$ cat config.mk
export PLATFORM = sky130hd
export DESIGN_NAME = exec_unit_mc
export DESIGN_NICKNAME = d
export VERILOG_FILES = /design/src/rtl/exec_unit_mc.sv
export SDC_FILE = /design/constraint.sdc
export NUM_CORES = 1
export LEC_CHECK = 0
export CAP_MARGIN = 40
export CORE_UTILIZATION = 40
export DETAILED_ROUTE_END_ITERATION = 7
export PLACE_DENSITY = 0.61
export SLEW_MARGIN = 20
export SYNTH_ARGS = -nofsm -noshare
export SYNTH_HDL_FRONTEND = slang
export SYNTH_SLANG_ARGS = --single-unit
$ cat constraint.sdc
create_clock -name clk -period 7.8 [get_ports clk]
set_input_delay 1.56 -clock clk [delete_from_list [all_inputs] [get_ports clk]]
set_output_delay 1.56 -clock clk [all_outputs]
set_load 0.02 [all_outputs]
$ cat src/rtl/exec_unit_mc.sv
// exec_unit_mc: parametrised execute stage with a registered result and an
// iterative shift-add multiplier.
//
// Resolves operand forwarding from MEM and WB, computes the ALU result and
// the branch decision, and registers everything for the memory stage. MUL
// (op 8) runs for XLEN cycles in the MUL state and stalls decode meanwhile.
//
// Handshake: an instruction is taken on a rising edge where
// in_valid && in_ready && !flush. in_ready is high exactly while the FSM is
// IDLE; upstream holds the instruction while in_ready is low. out_valid is a
// one-cycle pulse per completed instruction; there is no output backpressure.
//
// Ports:
//   clk, rst                  clock, asynchronous active-high reset
//   in_valid / in_ready       upstream handshake
//   flush                     kill in-flight MUL and block acceptance
//   op, use_imm               operation select, operand B = imm
//   rs, rt, rd                register numbers
//   rs_data, rt_data          register-file values
//   imm, pc                   sign-extended immediate, instruction PC
//   we                        instruction writes rd
//   br_en, br_ne              branch enable, 0 = BEQ / 1 = BNE
//   mem_we/mem_rd/mem_data    EX/MEM forwarding source
//   wb_we/wb_rd/wb_data       MEM/WB forwarding source
//   out_valid, out_data, out_rd, out_we, br_taken, br_target   registered result
module exec_unit_mc #(
  parameter int XLEN = 32
) (
  input  logic            clk,
  input  logic            rst,
  input  logic            in_valid,
  output logic            in_ready,
  input  logic            flush,
  input  logic [3:0]      op,
  input  logic            use_imm,
  input  logic [4:0]      rs,
  input  logic [4:0]      rt,
  input  logic [4:0]      rd,
  input  logic [XLEN-1:0] rs_data,
  input  logic [XLEN-1:0] rt_data,
  input  logic [XLEN-1:0] imm,
  input  logic [XLEN-1:0] pc,
  input  logic            we,
  input  logic            br_en,
  input  logic            br_ne,
  input  logic            mem_we,
  input  logic [4:0]      mem_rd,
  input  logic [XLEN-1:0] mem_data,
  input  logic            wb_we,
  input  logic [4:0]      wb_rd,
  input  logic [XLEN-1:0] wb_data,
  output logic            out_valid,
  output logic [XLEN-1:0] out_data,
  output logic [4:0]      out_rd,
  output logic            out_we,
  output logic            br_taken,
  output logic [XLEN-1:0] br_target
);

  localparam int SHW = $clog2(XLEN);
  localparam int CW  = $clog2(XLEN) + 1;

  typedef enum logic [0:0] {
    S_IDLE = 1'b0,
    S_MUL  = 1'b1
  } state_t;

  state_t state;
  state_t state_nxt;

  logic [XLEN-1:0] fwd_a;
  logic [XLEN-1:0] fwd_b;
  logic [XLEN-1:0] opb;
  logic [SHW-1:0]  shamt;
  logic [XLEN-1:0] alu;
  logic            br_cond;
  logic [XLEN-1:0] tgt;
  logic            accept;
  logic            is_mul;

  // Multiplier state
  logic [XLEN-1:0] mcand;
  logic [XLEN-1:0] mplier;
  logic [XLEN-1:0] acc;
  logic [XLEN-1:0] acc_step;
  logic [CW-1:0]   cnt;
  logic            mul_last;
  logic [4:0]      mul_rd;
  logic            mul_we;

  // Forwarding: MEM beats WB, register 0 is never forwarded.
  always_comb begin
    fwd_a = rs_data;
    if (mem_we && (mem_rd == rs) && (rs != 5'd0)) begin
      fwd_a = mem_data;
    end else if (wb_we && (wb_rd == rs) && (rs != 5'd0)) begin
      fwd_a = wb_data;
    end
    fwd_b = rt_data;
    if (mem_we && (mem_rd == rt) && (rt != 5'd0)) begin
      fwd_b = mem_data;
    end else if (wb_we && (wb_rd == rt) && (rt != 5'd0)) begin
      fwd_b = wb_data;
    end
  end

  assign opb   = use_imm ? imm : fwd_b;
  assign shamt = opb[SHW-1:0];

  always_comb begin
    alu = '0;
    case (op)
      4'd0: alu = fwd_a + opb;
      4'd1: alu = fwd_a - opb;
      4'd2: alu = fwd_a & opb;
      4'd3: alu = fwd_a | opb;
      4'd4: alu = fwd_a ^ opb;
      4'd5: alu = {{(XLEN-1){1'b0}}, ($signed(fwd_a) < $signed(opb))};
      4'd6: alu = fwd_a << shamt;
      4'd7: alu = fwd_a >> shamt;
      default: alu = '0;
    endcase
  end

  // Branch compare always uses the forwarded register values, never imm.
  assign br_cond = br_en && (br_ne ? (fwd_a != fwd_b) : (fwd_a == fwd_b));
  assign tgt     = pc + (imm << 2);

  assign in_ready = (state == S_IDLE);
  assign accept   = in_valid && !flush && (state == S_IDLE);
  assign is_mul   = (op == 4'd8);

  assign acc_step = mplier[0] ? (acc + mcand) : acc;
  assign mul_last = (cnt == CW'(XLEN - 1));

  // FSM state register
  always_ff @(posedge clk or posedge rst) begin
    if (rst) begin
      state <= S_IDLE;
    end else begin
      state <= state_nxt;
    end
  end

  // FSM next state
  always_comb begin
    state_nxt = state;
    case (state)
      S_IDLE: if (accept && is_mul) state_nxt = S_MUL;
      S_MUL:  if (mul_last) state_nxt = S_IDLE;
      default: state_nxt = S_IDLE;
    endcase
    if (flush) state_nxt = S_IDLE;
  end

  // Datapath and output registers. The valid-qualified outputs default low
  // every cycle so each result is a single-cycle pulse.
  always_ff @(posedge clk or posedge rst) begin
    if (rst) begin
      out_valid <= 1'b0;
      out_data  <= '0;
      out_rd    <= 5'd0;
      out_we    <= 1'b0;
      br_taken  <= 1'b0;
      br_target <= '0;
      mcand     <= '0;
      mplier    <= '0;
      acc       <= '0;
      cnt       <= '0;
      mul_rd    <= 5'd0;
      mul_we    <= 1'b0;
    end else begin
      out_valid <= 1'b0;
      out_we    <= 1'b0;
      br_taken  <= 1'b0;
      if (flush) begin
        cnt <= '0;
      end else begin
        case (state)
          S_IDLE: begin
            if (accept) begin
              if (is_mul) begin
                mcand  <= fwd_a;
                mplier <= opb;
                acc    <= '0;
                cnt    <= '0;
                mul_rd <= rd;
                mul_we <= we;
              end else begin
                out_valid <= 1'b1;
                out_data  <= alu;
                out_rd    <= rd;
                out_we    <= we;
                br_taken  <= br_cond;
                br_target <= tgt;
              end
            end
          end
          S_MUL: begin
            acc    <= acc_step;
            mcand  <= mcand << 1;
            mplier <= mplier >> 1;
            if (mul_last) begin
              // Final step: publish the accumulator including this step's add.
              cnt       <= '0;
              out_valid <= 1'b1;
              out_data  <= acc_step;
              out_rd    <= mul_rd;
              out_we    <= mul_we;
            end else begin
              cnt <= cnt + CW'(1);
            end
          end
          default: cnt <= '0;
        endcase
      end
    end
  end

endmodule
==> qor.yml, run 1 <==
async_flop_share_pct: 100
core_area_mm2: 0.0542
critPathLaunch: "rt[1]"
cp_max_fo: 38
worst_pin_slew_ns: 0.979
synth_edf_count: 0
die_x_um: 237
routed_wirelength_um: 116000
mostFrequentLayoutCell: "nand2_1"
min_period_ns: 7.24
stdcell_area_mm2: 0.0270
ctsHoldBuffers: 0
r2r_cells: 14
startpoint_type: "input pin"
ys.warnings.count: 0
setup-violations-final: 0
grt_setup_unrepaired: "no"
crit_end: "out_data[28]"
drc_errors: 0
cts_buffers: 17
num_rows: 85
setup_tns_ns: 0
nets: 3558
syn_to_final_growth_pct: 22.3
utilization_pct: 49.8
synth.distinct_cells: 102
hold_violations: 0
place.gp.congestion: 1.09
cts_resized: 0
p_leak_nw: 11.7
status: "complete, no violations"
rrSetupSlack_ns: 3.33
peakVddDrop_mv: 0.190
cp.required_ns: 8.18
viasPerCell: 6.52
end_kind: "flop"
cts_max_level: 4
grt_max_degree: 72
hold_class: "flop to flop"
overflow: 0
first_global_vias: 24400
syn_nets: 3275
drtIter0Drc: 3105
powerDensity_mw_per_mm2: 180
vias: 25100
start_util_pct: 40.7
cap_viol_max_count: 0
slew_headroom_pct: 34.4
postCtsSetupBuffers: 0
arrival_ns: 7.63
syn_avg_cell_area_um2: 7.71
clk_latency_ns: 0.51
antenna_found_initial: 2
synth_ff_type: "dfrtp_1"
layout_setup_ws_ns: 0.558
die_h_um: 237
clock_path_buffers: 2
slew_viol_final: 0
cts_tree: "yes"
grt_pass1_wl_um: 168000
r2r-end: "out_data[30]"
holdWs_ns: 0.484
place_ws_ns: 0.253
cts.clk_slew.worst_paths_ns: 0.08
root_buffer: "clkbuf_16"
numPortBuffers: 303
place_area_mm2: 0.0263
layout_common_cells: "nand2_1 (386), clkdlybuf4s50_1 (303), o21ai_0 (240), nor2_1 (211), a21oi_1 (194)"
r2r_start: "mcand[0]"
layout-drive-gt1-share_pct: 9.78
ant_nets: 0
yosysSeqAreaShare_pct: 20.5
postSynthCellCount: 2865
max_freq_mhz: 138
critPathKind: "input pin to flop"
drtPass1Iterations: 5
routedWlPerCell_um: 30.1
ys_ff_latch: 181
ios: 304
finalClockSkew_ns: 0.0263
dieArea_mm2: 0.0562
grt_usage_pct: 41.0
finalCritPeriodShare_pct: 92.8
netlist_area_mm2: 0.0221
cts_sinks: 181
dpl.hpwl_um: 93500
==> critical path, cell delays in order <==
cell and delay, ns:
clkdlybuf4s50_1 0.48, or4_4 0.59, o211ai_1 0.45, nor2_4 0.26
buf_4 0.23, o21ai_0 0.29, buf_4 0.19, nand2_1 0.05
nand2_1 0.16, ha_1 0.27, nor2_1 0.12, nand2_1 0.10
nor3b_1 0.50, o21ai_1 0.26, a2111oi_0 0.50, buf_4 0.19
nor2_1 0.07, o41ai_1 0.42, o21ai_0 0.20, a211oi_1 0.26
a311oi_1 0.07, or3_1 0.38
==> worst min-delay path by stage <==
stage                  from           end  slack [ns]  depth (start not counted)
2_1_floorplan     mplier[1]     mplier[1]        0.44                          2
3_3_place_gp   br_target[2]  br_target[2]        0.46                          2
3_5_place_dp      mplier[2]     mplier[2]        0.47                          2
4_1_cts        br_target[9]  br_target[9]        0.49                          2
5_1_grt           out_rd[0]     out_rd[0]        0.51                          2
6_report         mplier[29]    mplier[29]        0.48                          2
==> final cells by class <==
type	instances	area (um^2)
diodes	1	2.50
multi-input cells	2380	16300
fillers	5329	27200
well taps	696	871
clock inverters	14	176
flip-flops and latches	181	4530
clock buffers	18	439
repair buffers	446	4220
inverters	122	468
==> per-layer routing <==
layer  part of all wire (%)  GRT usage, %  wire [um]  vias up
met2                     42          61.0      49200     1504
met4                    6.4          23.3       7390        6
met5                  0.032             0         37        -
li1                       -             -          -    11100
met3                    9.8          9.08      11400      314
met1                     41          54.5      48200    12200
==> cell families (layout without fill, tap and decap cells) <==
family / after synthesis / count (layout) / share of synthesized area [%]
other: 0 / 1 / 0
AO/OA/AOI/OAI: 943 / 943 / 28.1
AND/OR/NAND/NOR: 908 / 908 / 18.8
flip-flops: 181 / 181 / 20.5
buffers and inverters: 304 / 600 / 5.98
adder cells (fa/ha/maj): 179 / 179 / 10.3
XOR/XNOR: 126 / 126 / 5.00
multiplexers: 224 / 224 / 11.3
==> Yosys cell counts (all sizes together), types with 52 or more instances <==
cell,count,area share (%)
nand2,387,6.6
o21ai,247,5.6
nor2,217,3.8
a21oi,208,5.0
dfrtp,181,21
ha,175,9.9
mux2i,160,7.4
clkbuf,122,2.4
inv,120,2.1
xnor2,86,3.4
nor3,63,1.5
buf,60,1.5
nand3,57,1.3
a21o,52,1.8
mux2,52,2.7
==> flip-flops by register name, summed over array words and instances, names as in the netlist <==
name / count
mul_we: 1
br_taken: 1
acc: 32
out_we: 1
out_data: 32
br_target: 32
cnt: 6
out_valid: 1
state: 1
mcand: 32
mplier: 32
out_rd: 5
mul_rd: 5
==> metrics by stage <==
stage / power (mW) / instances
3_5_place_dp: 3.81 / 3819
3_3_place_gp: 3.78 / 3810
6_report: 4.85 / 3858
5_1_grt: 5.07 / 3857
2_1_floorplan: 2.78 / 2865
4_1_cts: 4.78 / 3851
==> power by group <==
part	internal, mW	switching [mW]
Clock	0.469	0.483
Sequential	1.14	0.192
Combinational	1.00	1.56
Total	2.61	2.24
Note: power is estimated with default switching activity, not from simulation.
==> run 2: changes to the inputs <==
--- a/config.mk
+++ b/config.mk
@@ -6,9 +6,12 @@
 export NUM_CORES = 1
 export LEC_CHECK = 0
 export CAP_MARGIN = 40
+export CORE_ASPECT_RATIO = 1.5
 export CORE_UTILIZATION = 40
 export DETAILED_ROUTE_END_ITERATION = 7
+export GPL_TIMING_DRIVEN = 0
 export PLACE_DENSITY = 0.61
+export REMOVE_ABC_BUFFERS = 1
 export SLEW_MARGIN = 20
 export SYNTH_ARGS = -nofsm -noshare
 export SYNTH_HDL_FRONTEND = slang
==> run 2 against run 1 <==
The flow now finishes with violations (negative setup slack); critical path depth is 1 higher; highest routed layer is now met4; critical path type unchanged; utilization is 0.33 points lower; maximum frequency is 7.2% lower; hold slack worse by 0.0039 ns; sequential power hardly changed.
==> qor.yml, run 2 (synthesis results as in run 1) <==
status: "finished with violations"
violations: "negative setup slack"
grt_max_degree: 87
syn_to_final_growth_pct: 22.4
setup_tns_ns: -0.00627
total_power_mw: 4.71
hold_class: "flop to flop"
die_x_um: 194
dp_cells: 3745
layout-drive-gt1-share_pct: 8.99
startpoint_type: "input pin"
grt_setup_unrepaired: "yes"
slew_viol_final: 0
p_leak_nw: 11.5
grt_usage_pct: 37.0
insertedDiodeCount: 0
setup-violations-final: 1
multi_input_area_mm2: 0.0165
utilization_pct: 49.5
clock_path_buffers: 2
mostFrequentLayoutCell: "nand2_1"
num_rows: 105
critPathKind: "input pin to flop"
first_global_vias: 24000
grt_pass1_wl_um: 155000
core_area_mm2: 0.0547
clk_latency_ns: 0.53
peakVddDrop_mv: 0.191
cts_sinks: 181
slew_headroom_pct: 35.9
powerDensity_mw_per_mm2: 174
nets: 3490
place.gp.congestion: 1.02
drc_errors: 0
numPortBuffers: 303
finalCritPeriodShare_pct: 100
root_buffer: "clkbuf_16"
n_fill_cell: 5411
layout_common_cells: "nand2_1 (385), clkdlybuf4s50_1 (302), o21ai_0 (240), nor2_1 (205), a21oi_1 (192)"
routed_wirelength_um: 105000
viasPerCell: 6.32
antenna_found_initial: 2
cp.required_ns: 8.22
vias: 23900
start_util_pct: 40.4
final_cells: 3788
worst_pin_slew_ns: 0.934
end_kind: "flop"
die_h_um: 290
drtIter0Drc: 1903
holdWs_ns: 0.480
ctsHoldBuffers: 0
cts.clk_slew.worst_paths_ns: 0.09
arrival_ns: 8.23
finalClockSkew_ns: 0.0203
overflow: 0
routedWlPerCell_um: 27.6
ios: 304
drtPass1Iterations: 6
layout_setup_ws_ns: -0.00627
cts_max_level: 4
dieArea_mm2: 0.0562
cp_max_fo: 16
max_freq_mhz: 128
seqCellArea_mm2: 0.00453
ant_nets: 0
cap_viol_max_count: 0
min_period_ns: 7.81
hold_violations: 0
dpl.hpwl_um: 83200
cts_buffers: 17
cts_tree: "yes"
## run 2: cell types whose count changed in the layout (fill, tap and decap cells not counted), sizes merged
cell	delta
diode	-1
clkinvlp	+2
clkbuf	-1
clkdlybuf4s15	+1
inv	-3
clkdlybuf4s50	-1
bufinv	+1
or2	+2
buf	-69
## run 2: metal layers
metal / vias up / GRT usage (%) / share of wire (%)
met3: 295 / 5.54 / 5.9
li1: 11000 / - / -
met2: 1149 / 63.9 / 48
met1: 11500 / 42.4 / 39
met5: - / 0 / 0
met4: 0 / 23.9 / 7.0
## run 2: worst max-delay path, stage by stage
cell             delay, ns
clkdlybuf4s50_1       0.49
xor2_1                0.23
or4b_4                0.69
nor3_4                0.22
buf_4                 0.21
buf_8                 0.18
mux2i_1               0.31
a21oi_4               0.18
inv_1                 0.17
ha_1                  0.19
inv_1                 0.06
fa_1                  0.46
a21o_1                0.23
a31o_2                0.27
nor3b_2               0.19
o21ai_1               0.41
a2111oi_2             0.18
nor2_1                0.37
o41ai_2               0.14
a221oi_1              0.46
o21a_1                0.40
o2111ai_1             0.20
a41oi_1               0.36
## run 2: worst paths after layout
kind	start	endpoint	slack [ns]	cells after the start
min	mplier[1]	mplier[1]	0.48	2
max in group asynchronous	rst	state	5.59	3
max reg2reg	mcand[0]	out_data[30]	3.27	13
max	rs[2]	out_data[0]	-0.006	23
min reg2reg	mplier[1]	mplier[1]	0.48	2
min in group asynchronous	rst	out_data[5]	1.40	2
## run 2: timing repair
action,in CTS,in global routing
setup endpoints to repair,16,9
resized for setup,10,11
gates cloned,2,0
pin swaps,2,2
buffers inserted,4,1
## run 2: area by class of cell
class / count / area share [%]
Multi-Input combinational cell: 2382 / 61.2
Clock inverter: 14 / 0.616
Tap cell: 695 / 3.22
Timing Repair Buffer: 376 / 14.8
Clock buffer: 18 / 1.62
Inverter: 122 / 1.78
Sequential cell: 181 / 16.8
## run 2: where the power goes
group	switching [mW]	internal (mW)	leakage [nW]	total, mW
combinational	1.46	0.982	8.89	2.44
clock	0.477	0.490	0.296	0.967
sequential	0.161	1.14	2.31	1.30
total	2.10	2.61	11.5	4.71
## run 2: through the flow
| step | instance area (um^2) | setup WS, ns |
|---|---|---|
| 3_3_place_gp | 25100 | -5.83 |
| 3_5_place_dp | 26200 | -1.74 |
| 5_1_grt | 27000 | -0.0215 |
| 6_report | 27000 | -0.00627 |
| 2_1_floorplan | 21200 | -1.14 |
| 4_1_cts | 26900 | 0.0496 |
==> RTL edit: new RTL, config.mk and constraints of run 2 <==
Change the parameter `XLEN` from 32 to 16.
--- a/src/rtl/exec_unit_mc.sv
+++ b/src/rtl/exec_unit_mc.sv
@@ -26,3 +26,3 @@
 module exec_unit_mc #(
-  parameter int XLEN = 32
+  parameter int XLEN = 16
 ) (
Ports: changed (8 resized); port bits go from 304 to 176. No check against the original RTL was run, so the function may have changed too.
==> RTL edit against run 2 <==
- setup slack improved by 0.38 ns
- sequential cell count fell by 81
- via count fell by 54%
- area after synthesis fell by 51%
- wire length fell by 60%
- sequential power fell by 45%
- sequential share of layout area rose by 2.0 points
- cell count fell by 52%
- power fell by 50%
- cell area fell by 51%
- core utilization rose by 1.0 points
- critical path type unchanged
- critical endpoint is now out_data[12]
- highest routed layer unchanged
==> RTL edit: results (changes against run 2) <==
| Metric | Value |
|---|---|
| Post-synth top cells | nand2_1 (150), nor2_1 (118), o21ai_0 (104), dfrtp_1 (100), a21oi_1 (94) |
| Nets | 1,710 (-51%) |
| Top cells by area, synth | dfrtp_1 (23%), ha_1 (10%), nand2_1 (5.2%), o21ai_0 (4.8%), mux2i_1 (4.7%) |
| Hold endpoint | out_rd[1] |
| CP max FO | 21 (+5) |
| All-Layer GR Usage | 0.3103 (-0.05940) |
| Post-cts gate resize count | 0 (-10) |
| Max VDD drop | 0.0001351 V (-29%) |
| Internal reg-to-reg setup slack | 3.98 ns (+0.71 ns) |
| Max incr delay on CP | 0.64 ns (-0.05 ns) |
| Status | finished clean |
| H-tree depth | 3 (-1) |
| Share of layout cells above drive strength 1 | 0.08596 (-0.003917) |
| Synth unique cells | 89 (-13%) |
| Max_slew headroom | 0.3933 (+0.03389) |
| Post-CTS Setup Inserts | 0 (-4) |
| Worst Path Arrival | 7.67 ns (-0.56 ns) |
| Cts bufs inserted | 9 (-8) |
| Vias per cell | 6.053 (-4.2%) |
| Vias in the first global route | 11,191 (-53%) |
| Global-route wire length before repair | 64,580 um (-58%) |
| Reg-to-Reg End | out_data[14] |
| Synth warn | 0 (unchanged) |
| Initial antenna violation count | 0 (-2) |
| Pin count of the biggest net entering global routing | 76 (-13%) |
| Source of the worst hold timing path | out_rd[1] |
| FF-to-FF path depth | 12 (-1) |
| Clock skew | 0.01193 ns (-0.008381 ns) |
| IO Port Bufs | 175 (-42%) |
| First-pass DRT Iterations | 5 (-1) |
| Fillers | 2,582 (-52%) |
| DRT iter0 DRCs | 701 (-63%) |
| CP max-delay cell | nor3_4 |
## RTL edit: cell types whose count changed after synthesis, moves of 23 or more
| cell | change |
|---|---|
| a21o_1 | -34 |
| a21oi_1 | -100 |
| clkbuf_1 | -68 |
| dfrtp_1 | -81 |
| ha_1 | -88 |
| inv_1 | -62 |
| mux2i_1 | -106 |
| nand2_1 | -236 |
| nand3_1 | -28 |
| nor2_1 | -96 |
| o21ai_0 | -137 |
| o22ai_1 | -26 |
| xnor2_1 | -34 |
| xor2_1 | -23 |
## RTL edit: routing by layer
layer	up-vias	part of all wire	global-route usage
met1	5211	0.37	0.3408
met3	123	0.055	0.04594
met4	0	0.068	0.2091
met5	-	0	0
li1	5249	-	-
met2	470	0.50	0.5443
## RTL edit: per-stage QoR
| step | hold slack, ns | worst slack (ns) | cell area, sq um | utilization | std cells |
|---|---|---|---|---|---|
| floorplan | 0.4642 | 1.695 | 10410 | - | 1275 |
| global placement | 0.4632 | -1.074 | 12590 | 0.4768 | 1787 |
| detailed placement | 0.4742 | -0.1678 | 12950 | 0.4904 | 1804 |
| CTS | 0.4918 | 0.2017 | 13260 | 0.5024 | 1820 |
| global route | 0.5206 | 0.06773 | 13320 | 0.5047 | 1826 |
| finish | 0.4894 | 0.3707 | 13320 | 0.5047 | 1826 |
## RTL edit: layout make-up
cell class / count / area (sq um) / share of cell area
Sequential cell: 100 / 2504 / 0.1879
Clock inverter: 6 / 76.32 / 0.005729
Clock buffer: 10 / 239.0 / 0.01794
Tap cell: 337 / 421.7 / 0.03165
Inverter: 58 / 225.2 / 0.01690
Timing Repair Buffer: 198 / 2087 / 0.1566
Multi-Input combinational cell: 1117 / 7770 / 0.5832
## RTL edit: report_power, final
| group | total, W | switching, W | internal [W] | leakage, nW |
|---|---|---|---|---|
| sequential | 0.000713 | 0.0000847 | 0.000628 | 1.25 |
| combinational | 0.00114 | 0.000639 | 0.000497 | 4.12 |
| clock | 0.000494 | 0.000230 | 0.000264 | 0.156 |
## RTL edit: how the worst max path moves through the flow
stage / from / end / cells past startpoint
after floorplan: wb_rd[3] / out_data[12] / 17
after global placement: rt[0] / out_data[12] / 17
after detailed placement: rt[0] / out_data[12] / 19
after CTS: rt[0] / out_data[12] / 19
after global routing: rt[0] / out_data[12] / 20
final: rt[0] / out_data[12] / 20
## RTL edit: worst min-delay path, delay by kind of cell (launching register included)
| kind | cells | cell delay, ns |
|---|---|---|
| simple gates | 1 | 0.05 |
| compound gates | 1 | 0.06 |
| flops | 1 | 0.35 |
## RTL edit: logic make-up (layout without fill, tap and decap cells)
group,after synthesis,in the layout,share of synthesized area
compound gates,425,425,0.2600
fa+ha+maj,91,91,0.1089
simple gates,442,442,0.1939
mux,90,90,0.09720
xor+xnor,69,69,0.05629
buf+inv,135,272,0.05058
flops,100,100,0.2331
